### src/rtl/imem_loadable_pkg.sv
// ============================================================================
// imem_pkg: shared types and constants for the loadable instruction memory.
// Revision: 1.0
// ============================================================================
`default_nettype none

package imem_pkg;
  typedef enum logic [1:0] {IDLE, LOAD, DONE, ERR} ld_state_t;
  localparam logic [31:0] NOP_WORD = 32'hE1A00000;
endpackage

`default_nettype wire

### src/rtl/imem_loadable_if.sv
// ============================================================================
// imem_loadable_if: load-port bundle (start/size, valid/ready beats, status).
// Revision: 1.0
// ============================================================================
`default_nettype none

interface imem_loadable_if #(
  parameter int AW = 7
);
  logic          ld_start;
  logic [AW-1:0] ld_base;
  logic [AW:0]   ld_len;
  logic          ld_valid;
  logic [31:0]   ld_data;
  logic          ld_ready;
  logic          ld_done;
  logic          ld_err;
  logic [31:0]   ld_sum;

  modport master (
    output ld_start, ld_base, ld_len, ld_valid, ld_data,
    input  ld_ready, ld_done, ld_err, ld_sum
  );

  modport slave (
    input  ld_start, ld_base, ld_len, ld_valid, ld_data,
    output ld_ready, ld_done, ld_err, ld_sum
  );
endinterface

`default_nettype wire

### src/rtl/imem_loadable_load_ctrl.sv
// ============================================================================
// imem_load_ctrl: loader FSM, write pointer, remaining count, sum and flags.
// Revision: 1.0
// ============================================================================
`default_nettype none

module imem_load_ctrl
  import imem_pkg::*;
#(
  parameter int DEPTH     = 128,
  parameter int AW        = $clog2(DEPTH),
  parameter bit BOOT_HOLD = 1'b1
) (
  input  wire logic          clk,
  input  wire logic          reset_n,
  imem_loadable_if.slave     ld,
  output logic               we,
  output logic [AW-1:0]      waddr,
  output logic [31:0]        wdata,
  output logic               cpu_hold
);

  localparam logic [AW+1:0] DEPTH_EXT = (AW+2)'(DEPTH);
  localparam logic [AW:0]   REM_ONE   = (AW+1)'(1);
  localparam logic [AW-1:0] PTR_ONE   = AW'(1);

  ld_state_t     r_state, w_next;
  logic [AW-1:0] r_ptr;
  logic [AW:0]   r_rem;
  logic [31:0]   r_sum;
  logic          r_done, r_err;

  logic [AW+1:0] w_end;
  logic          w_over, w_empty, w_start, w_beat, w_last;

  // Range check is done one bit wider than the length so base+len cannot wrap.
  assign w_end   = {2'b00, ld.ld_base} + {1'b0, ld.ld_len};
  assign w_over  = w_end > DEPTH_EXT;
  assign w_empty = (ld.ld_len == '0);
  assign w_start = ld.ld_start && (r_state != LOAD);
  assign w_beat  = ld.ld_valid && (r_state == LOAD);
  assign w_last  = w_beat && (r_rem == REM_ONE);

  always_ff @(posedge clk or negedge reset_n) begin
    if (!reset_n) r_state <= IDLE;
    else          r_state <= w_next;
  end

  always_comb begin
    w_next      = r_state;
    ld.ld_ready = 1'b0;
    cpu_hold    = BOOT_HOLD;
    if (w_start)     w_next = w_over ? ERR : (w_empty ? DONE : LOAD);
    else if (w_last) w_next = DONE;
    case (r_state)
      LOAD: begin
        ld.ld_ready = 1'b1;
        cpu_hold    = 1'b1;
      end
      ERR:     cpu_hold = 1'b1;
      DONE:    cpu_hold = 1'b0;
      default: cpu_hold = BOOT_HOLD;
    endcase
  end

  always_ff @(posedge clk or negedge reset_n) begin
    if (!reset_n) begin
      r_ptr  <= '0;
      r_rem  <= '0;
      r_sum  <= '0;
      r_done <= 1'b0;
      r_err  <= 1'b0;
    end else if (w_start) begin
      r_ptr  <= ld.ld_base;
      r_rem  <= ld.ld_len;
      r_done <= !w_over && w_empty;
      r_err  <= w_over;
      if (!w_over) r_sum <= '0;
    end else if (w_beat) begin
      r_ptr <= r_ptr + PTR_ONE;
      r_rem <= r_rem - REM_ONE;
      r_sum <= r_sum + ld.ld_data;
      if (w_last) r_done <= 1'b1;
    end
  end

  assign we        = w_beat;
  assign waddr     = r_ptr;
  assign wdata     = ld.ld_data;
  assign ld.ld_sum  = r_sum;
  assign ld.ld_done = r_done;
  assign ld.ld_err  = r_err;

endmodule

`default_nettype wire

### src/rtl/imem_loadable.sv
// ============================================================================
// imem_loadable: word-addressed instruction store, async fetch, streamed load.
// Revision: 1.0
// ============================================================================
`default_nettype none

module imem_loadable
  import imem_pkg::*;
#(
  parameter int          DEPTH     = 128,
  parameter int          AW        = $clog2(DEPTH),
  parameter logic [31:0] FILL      = NOP_WORD,
  parameter bit          BOOT_HOLD = 1'b1
) (
  input  wire logic        clk,
  input  wire logic        reset_n,
  input  wire logic [31:0] a,
  output logic [31:0]      rd,
  output logic             rd_misalign,
  output logic             cpu_hold,
  imem_loadable_if.slave   ld
);

  logic [31:0]   mem [DEPTH];
  logic          w_we;
  logic [AW-1:0] w_waddr;
  logic [31:0]   w_wdata;
  logic          w_in_range;

  imem_load_ctrl #(
    .DEPTH     (DEPTH),
    .AW        (AW),
    .BOOT_HOLD (BOOT_HOLD)
  ) u_ctrl (
    .clk      (clk),
    .reset_n  (reset_n),
    .ld       (ld),
    .we       (w_we),
    .waddr    (w_waddr),
    .wdata    (w_wdata),
    .cpu_hold (cpu_hold)
  );

  // Array is deliberately unreset so a program survives a core reset.
  always_ff @(posedge clk) begin
    if (w_we) mem[w_waddr] <= w_wdata;
  end

  assign w_in_range  = (a[31:AW+2] == '0);
  assign rd          = w_in_range ? mem[a[AW+1:2]] : FILL;
  assign rd_misalign = (a[1:0] != 2'b00);

endmodule

`default_nettype wire

### src/flat_wrapper.sv
// flat-port wrapper written by rule: the top's interface ports become plain ports
module imem_loadable_flat import imem_pkg::*;
#(
  parameter int          DEPTH     = 128,
  parameter int          AW        = $clog2(DEPTH),
  parameter logic [31:0] FILL      = NOP_WORD,
  parameter bit          BOOT_HOLD = 1'b1
)
  (clk, reset_n, a, rd, rd_misalign, cpu_hold, ld_ld_start, ld_ld_base, ld_ld_len, ld_ld_valid, ld_ld_data, ld_ld_ready, ld_ld_done, ld_ld_err, ld_ld_sum);
  imem_loadable_if #(.AW(AW)) ld_i ();
  input  wire logic clk;
  input  wire logic reset_n;
  input  wire logic [31:0] a;
  output logic [31:0] rd;
  output logic rd_misalign;
  output logic cpu_hold;
  input wire logic [$bits(ld_i.ld_start)-1:0] ld_ld_start;
  input wire logic [$bits(ld_i.ld_base)-1:0] ld_ld_base;
  input wire logic [$bits(ld_i.ld_len)-1:0] ld_ld_len;
  input wire logic [$bits(ld_i.ld_valid)-1:0] ld_ld_valid;
  input wire logic [$bits(ld_i.ld_data)-1:0] ld_ld_data;
  output wire logic [$bits(ld_i.ld_ready)-1:0] ld_ld_ready;
  output wire logic [$bits(ld_i.ld_done)-1:0] ld_ld_done;
  output wire logic [$bits(ld_i.ld_err)-1:0] ld_ld_err;
  output wire logic [$bits(ld_i.ld_sum)-1:0] ld_ld_sum;
  assign ld_i.ld_start = ld_ld_start;
  assign ld_i.ld_base = ld_ld_base;
  assign ld_i.ld_len = ld_ld_len;
  assign ld_i.ld_valid = ld_ld_valid;
  assign ld_i.ld_data = ld_ld_data;
  assign ld_ld_ready = ld_i.ld_ready;
  assign ld_ld_done = ld_i.ld_done;
  assign ld_ld_err = ld_i.ld_err;
  assign ld_ld_sum = ld_i.ld_sum;
  imem_loadable #(.DEPTH(DEPTH), .AW(AW), .FILL(FILL), .BOOT_HOLD(BOOT_HOLD)) u_core (.clk(clk), .reset_n(reset_n), .a(a), .rd(rd), .rd_misalign(rd_misalign), .cpu_hold(cpu_hold), .ld(ld_i));
endmodule
### config.mk
export PLATFORM = sky130hd
export DESIGN_NAME = imem_loadable_flat
export DESIGN_NICKNAME = d
export VERILOG_FILES = /design/src/rtl/imem_loadable_pkg.sv /design/src/rtl/imem_loadable_if.sv /design/src/rtl/imem_loadable_load_ctrl.sv /design/src/rtl/imem_loadable.sv /design/src/flat_wrapper.sv
export SDC_FILE = /design/constraint.sdc
export NUM_CORES = 2
export LEC_CHECK = 0
export CAP_MARGIN = 20
export CORE_ASPECT_RATIO = 1.1
export CORE_MARGIN = 8
export CORE_UTILIZATION = 55
export DETAILED_ROUTE_END_ITERATION = 8
export DONT_BUFFER_PORTS = 1
export PLACE_DENSITY = 0.7
export SYNTH_ARGS = -nofsm -noshare
export SYNTH_HDL_FRONTEND = slang
export SYNTH_SLANG_ARGS = --single-unit
### constraint.sdc
create_clock -name clk -period 7.03 [get_ports clk]
set_input_delay 0.3515 -clock clk [delete_from_list [all_inputs] [get_ports clk]]
set_output_delay 0.3515 -clock clk [all_outputs]
set_load 0.01 [all_outputs]
# Word-level counts from Yosys, hierarchy flattened
# Memories as Yosys holds them, arrays and structs flattened.
# Cells that the tools add are included.
# totals
register_bits,51
out_inout_bits,69
inputBits,83
ramBits,4096
elab_cells,48
mem_count,1
# memory_table
name,words,width,rd,rd_clocked_by_memory_dff,write_ports,line_no,rtl
u_core.mem,128,32,1,0,1,imem_loadable.sv:24,logic [31:0] mem [DEPTH];
# classes
n_mux,19
order_cmp,1
addsub,4
n_reduce_logical,12
eq_ne,5
# ops
op,n
$mux W32,4
$add A32 B32 Y32,1
$logic_not A23 Y1,1
$mux W8,2
$mux W7,2
$add A7 B8 Y9,1
$gt A9 B8 Y1 const B,1
$eq A8 B1 Y1 const B,1
$logic_not A8 Y1,1
$mux W2,4
$sub A8 B1 Y8 const B,1
$add A7 B1 Y7 const B,1
$mux W1,7
$reduce_bool A2 Y1,3
$logic_and A1 B1 Y1,4
$reduce_and A2 Y1,2
$eq A2 B1 Y1 const B,1
$eq A2 B2 Y1 const B,1
$ne A2 B1 Y1 const B,1
$ne A2 B2 Y1 const B,1
$logic_not A1 Y1,1

# Longest topological paths before layout
# depth
depth_word,6
mapped_depth,12
depth_no_buf,11

# By module
# Synthesis repeated with hierarchy kept, for this count alone.
# unflattened
cells_unflattened,7698
area_unflattened_um2,161678.8
# by_module_without_submodules
module,n_inst,seq_area_each_um2,cells_per_inst,area_per_inst_um2
imem_loadable,1,122998.0,7182,157265.8
imem_load_ctrl,1,1276.2,516,4413.0

# Worst setup path before layout
# Ideal clock, no wire load.
# synth_timing
kind,reg-to-reg
startpoint,register u_core.u_ctrl.r_state[1]
endpoint,"memory u_core.mem[80][0], enable pin"
required_ns,6.528
setup_slack_ns,1.862
path_stages_with_launch,8
synth_period_minus_slack_ns,5.168
arrival_ns,4.666
setup_time_ns,0.502
n_path_buf,2
path_cell_list,dfrtp_1 > nand2b_1 > inv_1 > and2_1 > clkbuf_1 > clkbuf_1 > nand3_1 > nor4_1
# synth_via
elab_chain_len,4
# synth_rtl
item,line_no,rtl
start: declaration,imem_loadable_load_ctrl.sv:27,"ld_state_t r_state, w_next;"
start signal: assignment,imem_loadable_load_ctrl.sv:46,else r_state <= w_next;
$eq A2 B1 Y1,imem_loadable_load_ctrl.sv:41,assign w_beat = ld.ld_valid && (r_state == LOAD);
$logic_and A1 B1 Y1,imem_loadable_load_ctrl.sv:41,
$mux W1,imem_loadable.sv:46,if (w_we) mem[w_waddr] <= w_wdata;
$mux W1 (not written as such),imem_loadable.sv:46,
end: declaration,imem_loadable.sv:24,
# No other way between the ends.

# Worst setup path in the final report
# layout_timing
startpoint,input port a[3]
endpoint,output port rd[1]
# layout_via
elab_chain_len,2
# layout_rtl
item,line_no,rtl
start: declaration,flat_wrapper.sv:13,input wire logic [31:0] a;
$mem_v2 Z128 W32,--,
$mux W32,imem_loadable.sv:50,assign rd = w_in_range ? mem[a[AW+1:2]] : FILL;
end: declaration,flat_wrapper.sv:14,output logic [31:0] rd;
# No other way between the ends.

==> summary.txt <==
Yosys
  – Post-Syn Nets: about 6.6k
  – Largest area contributor in the synthesized netlist: sky130_fd_sc_hd__edfxtp_1
  – Most common flop cell mapped by yosys: sky130_fd_sc_hd__edfxtp_1
  – Mean post-synth cell area: approximately 25 um^2
  – Top area cells in the synthesized netlist: sky130_fd_sc_hd__edfxtp_1 77%, sky130_fd_sc_hd__mux4_2 19%, sky130_fd_sc_hd__dfrtp_1 0.80%
  – Number of warnings issued by yosys: 0
  – Number of different library cells in the post-synthesis netlist: 64
  – Number of enable flip-flop cells after synthesis: 4096
  – Fraction of registers with async set or reset after synthesis: approximately 1.2%
  – Post-synthesis sequential element count: 4147
  – Portion of the post-synthesis area used by sequential elements: between 70% and 80%
  – Area fraction of the dominant cell type after synthesis: about three quarters
  – Post-synthesis cell area: approximately 160000 um^2
  – Instance count of the mapped netlist: between 6k and 7k

Power and ir drop
  – Sequential group share of total power: between 50% and 60%
  – Net switching fraction of the power: ~22%
  – Internal Dissipation: about 41 mW
  – Leakage power total: 55.4 nW
  – P per Cell Area: between 200 and 300 nW/um^2
  – Clock power share: approximately 40%
  – Maximum vdd ir drop: between 0.0002 and 0.00025 V
  – NetSw: around 11 mW
  – Combinational group share of total power: between 6 and 7%

Clock tree
  – Clk pin slew, worst setup/hold paths: approximately 0.07 ns
  – Number of CTS-inserted buffers: ~390
  – Clock sinks: approximately 4.1k
  – TritonCTS clock tree: done
  – Count of H-tree levels built during CTS: 5
  – Post-CTS repair timing setup buffer count: 0
  – Worst skew pair latency: between 0.9 and 1 ns
  – Clock tree buffer depth: 4
  – CTS root buffer: sky130_fd_sc_hd__clkbuf_16
  – CTS-repair resized insts: 0

Critical path
  – Number of buffer and inverter stages on the critical path: 6
  – Crit-path max FO: between 150 and 200
  – Top cell family by delay on the critical path: buffers and inverters
  – Ordered list of cells on the worst path: buf_16, buf_16, buf_16, buf_16, buf_16, mux4_2, mux4_2, mux4_2, mux2i_1, buf_4, nor2_1
  – Worst EP arrival: approximately 6.3 ns
  – Critical path startpoint: a[3]
  – CP endpoint kind: output pin
  – Setup crit start kind: primary input
  – Crit path largest cell delay: ~0.67 ns
  – Dominant cell type by count on the critical path: sky130_fd_sc_hd__buf_16
  – Required @ worst endpoint: roughly 6.7 ns
  – Launching point of the worst reg2reg path: u_core.u_ctrl.r_state[1]
  – Kind of critical path: in2out
  – Slowest stage cell on the critical path: sky130_fd_sc_hd__buf_16

Detailed routing
  – Vias post-DR: around 76k
  – Wirelength, routed: approximately 430 mm
  – Wirelength per Cell: around 39 um
  – Post-detailed-route DRC marker count: 0
  – Starting DRT DRC Count: 12.0k
  – Post-detailed-route count of antenna-violating nets: 0
  – Length of the first detailed-routing pass in iterations: 6
  – Detailed-route vias per instance: slightly below 7

Floorplanning
  – Die H: slightly below 600 um
  – Die footprint: ~310000 um^2
  – Top Ports: between 150 and 200
  – Initial core utilization: between 50% and 60%
  – Total number of placement rows: between 200 and 250
  – Die Wd: about 530 um
  – Floorplan core area: roughly 290000 um^2

Run status
  – Outcome: finished, final reports clean

Finish
  – Sequential Area: between 100000 and 150000 um^2
  – Count of nets after finishing: slightly below 7k
  – Synth-to-layout area growth: 12.4%
  – Share of layout cells above drive strength 1: between 30% and 40%
  – Area occupied by multi-input gates: 35100 um^2
  – Most frequent cells in the layout: 4096 x sky130_fd_sc_hd__edfxtp_1, 1344 x sky130_fd_sc_hd__mux4_2, 398 x sky130_fd_sc_hd__clkbuf_16
  – Share of the core filled with cells: approximately 62%
  – Fillers: roughly 19k
  – Most frequent standard cell in the layout excluding fill and tap cells: sky130_fd_sc_hd__edfxtp_1

Timing
  – Timing-limited maximum frequency: roughly 150 MHz
  – Final total negative setup slack: 0 ns
  – Post-Route Skew: around 0.046 ns
  – Time the final worst path needs with I/O delays and setup: about 6.7 ns
  – Number of endpoints failing setup at the final stage: 0
  – Part of the cycle the worst path needs: 94.9%
  – Tightest hold margin: approximately 0.08 ns
  – Transition time of the tightest slew-check pin: 1.27 ns
  – Final Hold Violating Endpoints: 0
  – Unrepaired setup endpoints after global routing: false
  – Number of slew-limit violations in the final report: 0
  – Worst relative slew slack: 15.0%

Global route
  – Largest net degree at the start of global routing: 1025
  – Number of antenna violations at the first check in global routing: 40
  – Remaining global-route overflow: 0
  – Via count of the first global-routing pass: around 75k
  – Wire length of the first global-routing pass: around 600 mm
  – All-layer global routing usage: about 27%

Place
  – GPL Wtd Cong: between 0.8 and 0.9
  – HPWL Detailed: 211 mm
  – IO Port Bufs: 0

Job
  – Max Cap Violations: 0

Hold path
  – Min-Delay Path Class: in2async
[stage by stage]
step | setup slack, ns | total power [mW] | instance area (um^2) | std cells
after floorplan | 1.86 | 30.1 | 160000 | 6488
final | 0.362 | 51.9 | 180000 | 10979
after global routing | 0.128 | 53.2 | 180000 | 10964
after detailed placement | 0.475 | 30.9 | 166000 | 10162
after CTS | 0.468 | 51.9 | 179000 | 10951
after global placement | 0.526 | 30.9 | 166000 | 10160
[cell type report]
type                       count  area share, %
timing repair buffer         249           1.74
multi-input combinational   1983           19.5
antenna                       16         0.0223
tap                         3866           2.69
sequential                  4147           69.1
inverter                      17         0.0355
clock inverter               226           1.22
clock buffer                 475           5.66
[kinds of logic after synthesis]
kind of cell / Yosys count / share of synthesized area [%]
buffers and inverters: 358 / 0.956
AOI/OAI and AO/OA: 174 / 0.755
DFF: 4147 / 77.7
xor gates and xnor gates: 24 / 0.131
muxes: 1371 / 19.1
and+or+nand+nor: 371 / 1.03
adders and majority gates: 43 / 0.346
[power groups by stage]
stage	Sequential [mW]	Clock, mW	Combinational, mW
final	27.7	20.8	3.50
after global routing	27.7	21.8	3.68
after CTS	27.6	20.9	3.32
after detailed placement	28.2	0	2.79
after global placement	28.1	0	2.74
after floorplan	28.1	0	2.10
[synth_stat cells, drive strengths merged, types with 7 or more instances]
cell / instances
nand2: 72
nand3: 23
a221o: 8
ha: 41
or3: 7
nor4: 12
o22ai: 10
a211o: 8
nor2b: 14
o21ai: 34
mux4: 1344
a21o: 13
inv: 17
clkbuf: 203
a22o: 11
nor3: 16
or2: 8
buf: 138
nor2: 186
dfrtp: 51
edfxtp: 4096
xor2: 9
mux2i: 27
a21oi: 30
xnor2: 15
[final timing paths]
kind | depth (start not counted) | slack, ns | end
setup / recovery | 11 | 0.36 | rd[1]
hold / removal | 3 | 0.08 | u_core.u_ctrl.ld.ld_sum[14]
setup reg to reg | 6 | 2.67 | u_core.mem[2][20]
hold reg to reg | 2 | 0.57 | u_core.u_ctrl.r_rem[6]
max in group asynchronous | 3 | 6.71 | u_core.u_ctrl.waddr[2]
min in group clk | 3 | 0.08 | u_core.u_ctrl.ld.ld_sum[26]
[routing by layer]
| layer | vias up | GRT usage (%) | wire length (um) |
|---|---|---|---|
| li1 | 28868 | - | - |
| met1 | 40887 | 36.8 | 150000 |
| met2 | 5379 | 44.2 | 208000 |
| met3 | 877 | 6.40 | 49900 |
| met4 | 30 | 10.3 | 19600 |
| met5 | - | 0 | 191 |
[repair_timing]
action                     in CTS  in global routing
hold endpoints to repair     4188                  0
setup endpoints to repair       0                  8
hold buffers                   88                  0
[sequential cells by signal, indices dropped and copies added (netlist names)]
signal and count:
u_core.u_ctrl.waddr 7, u_core.u_ctrl.r_state 2, u_core.u_ctrl.r_rem 8, u_core.mem 4096, u_core.u_ctrl.ld.ld_done 1, u_core.u_ctrl.ld.ld_err 1
u_core.u_ctrl.ld.ld_sum 32
[worst min-delay path: stages]
cell and delay, ns:
sky130_fd_sc_hd__dlygate4sd3_1 0.61, sky130_fd_sc_hd__buf_16 0.13, sky130_fd_sc_hd__buf_16 0.26
Note: power is estimated with default switching activity, not from simulation.
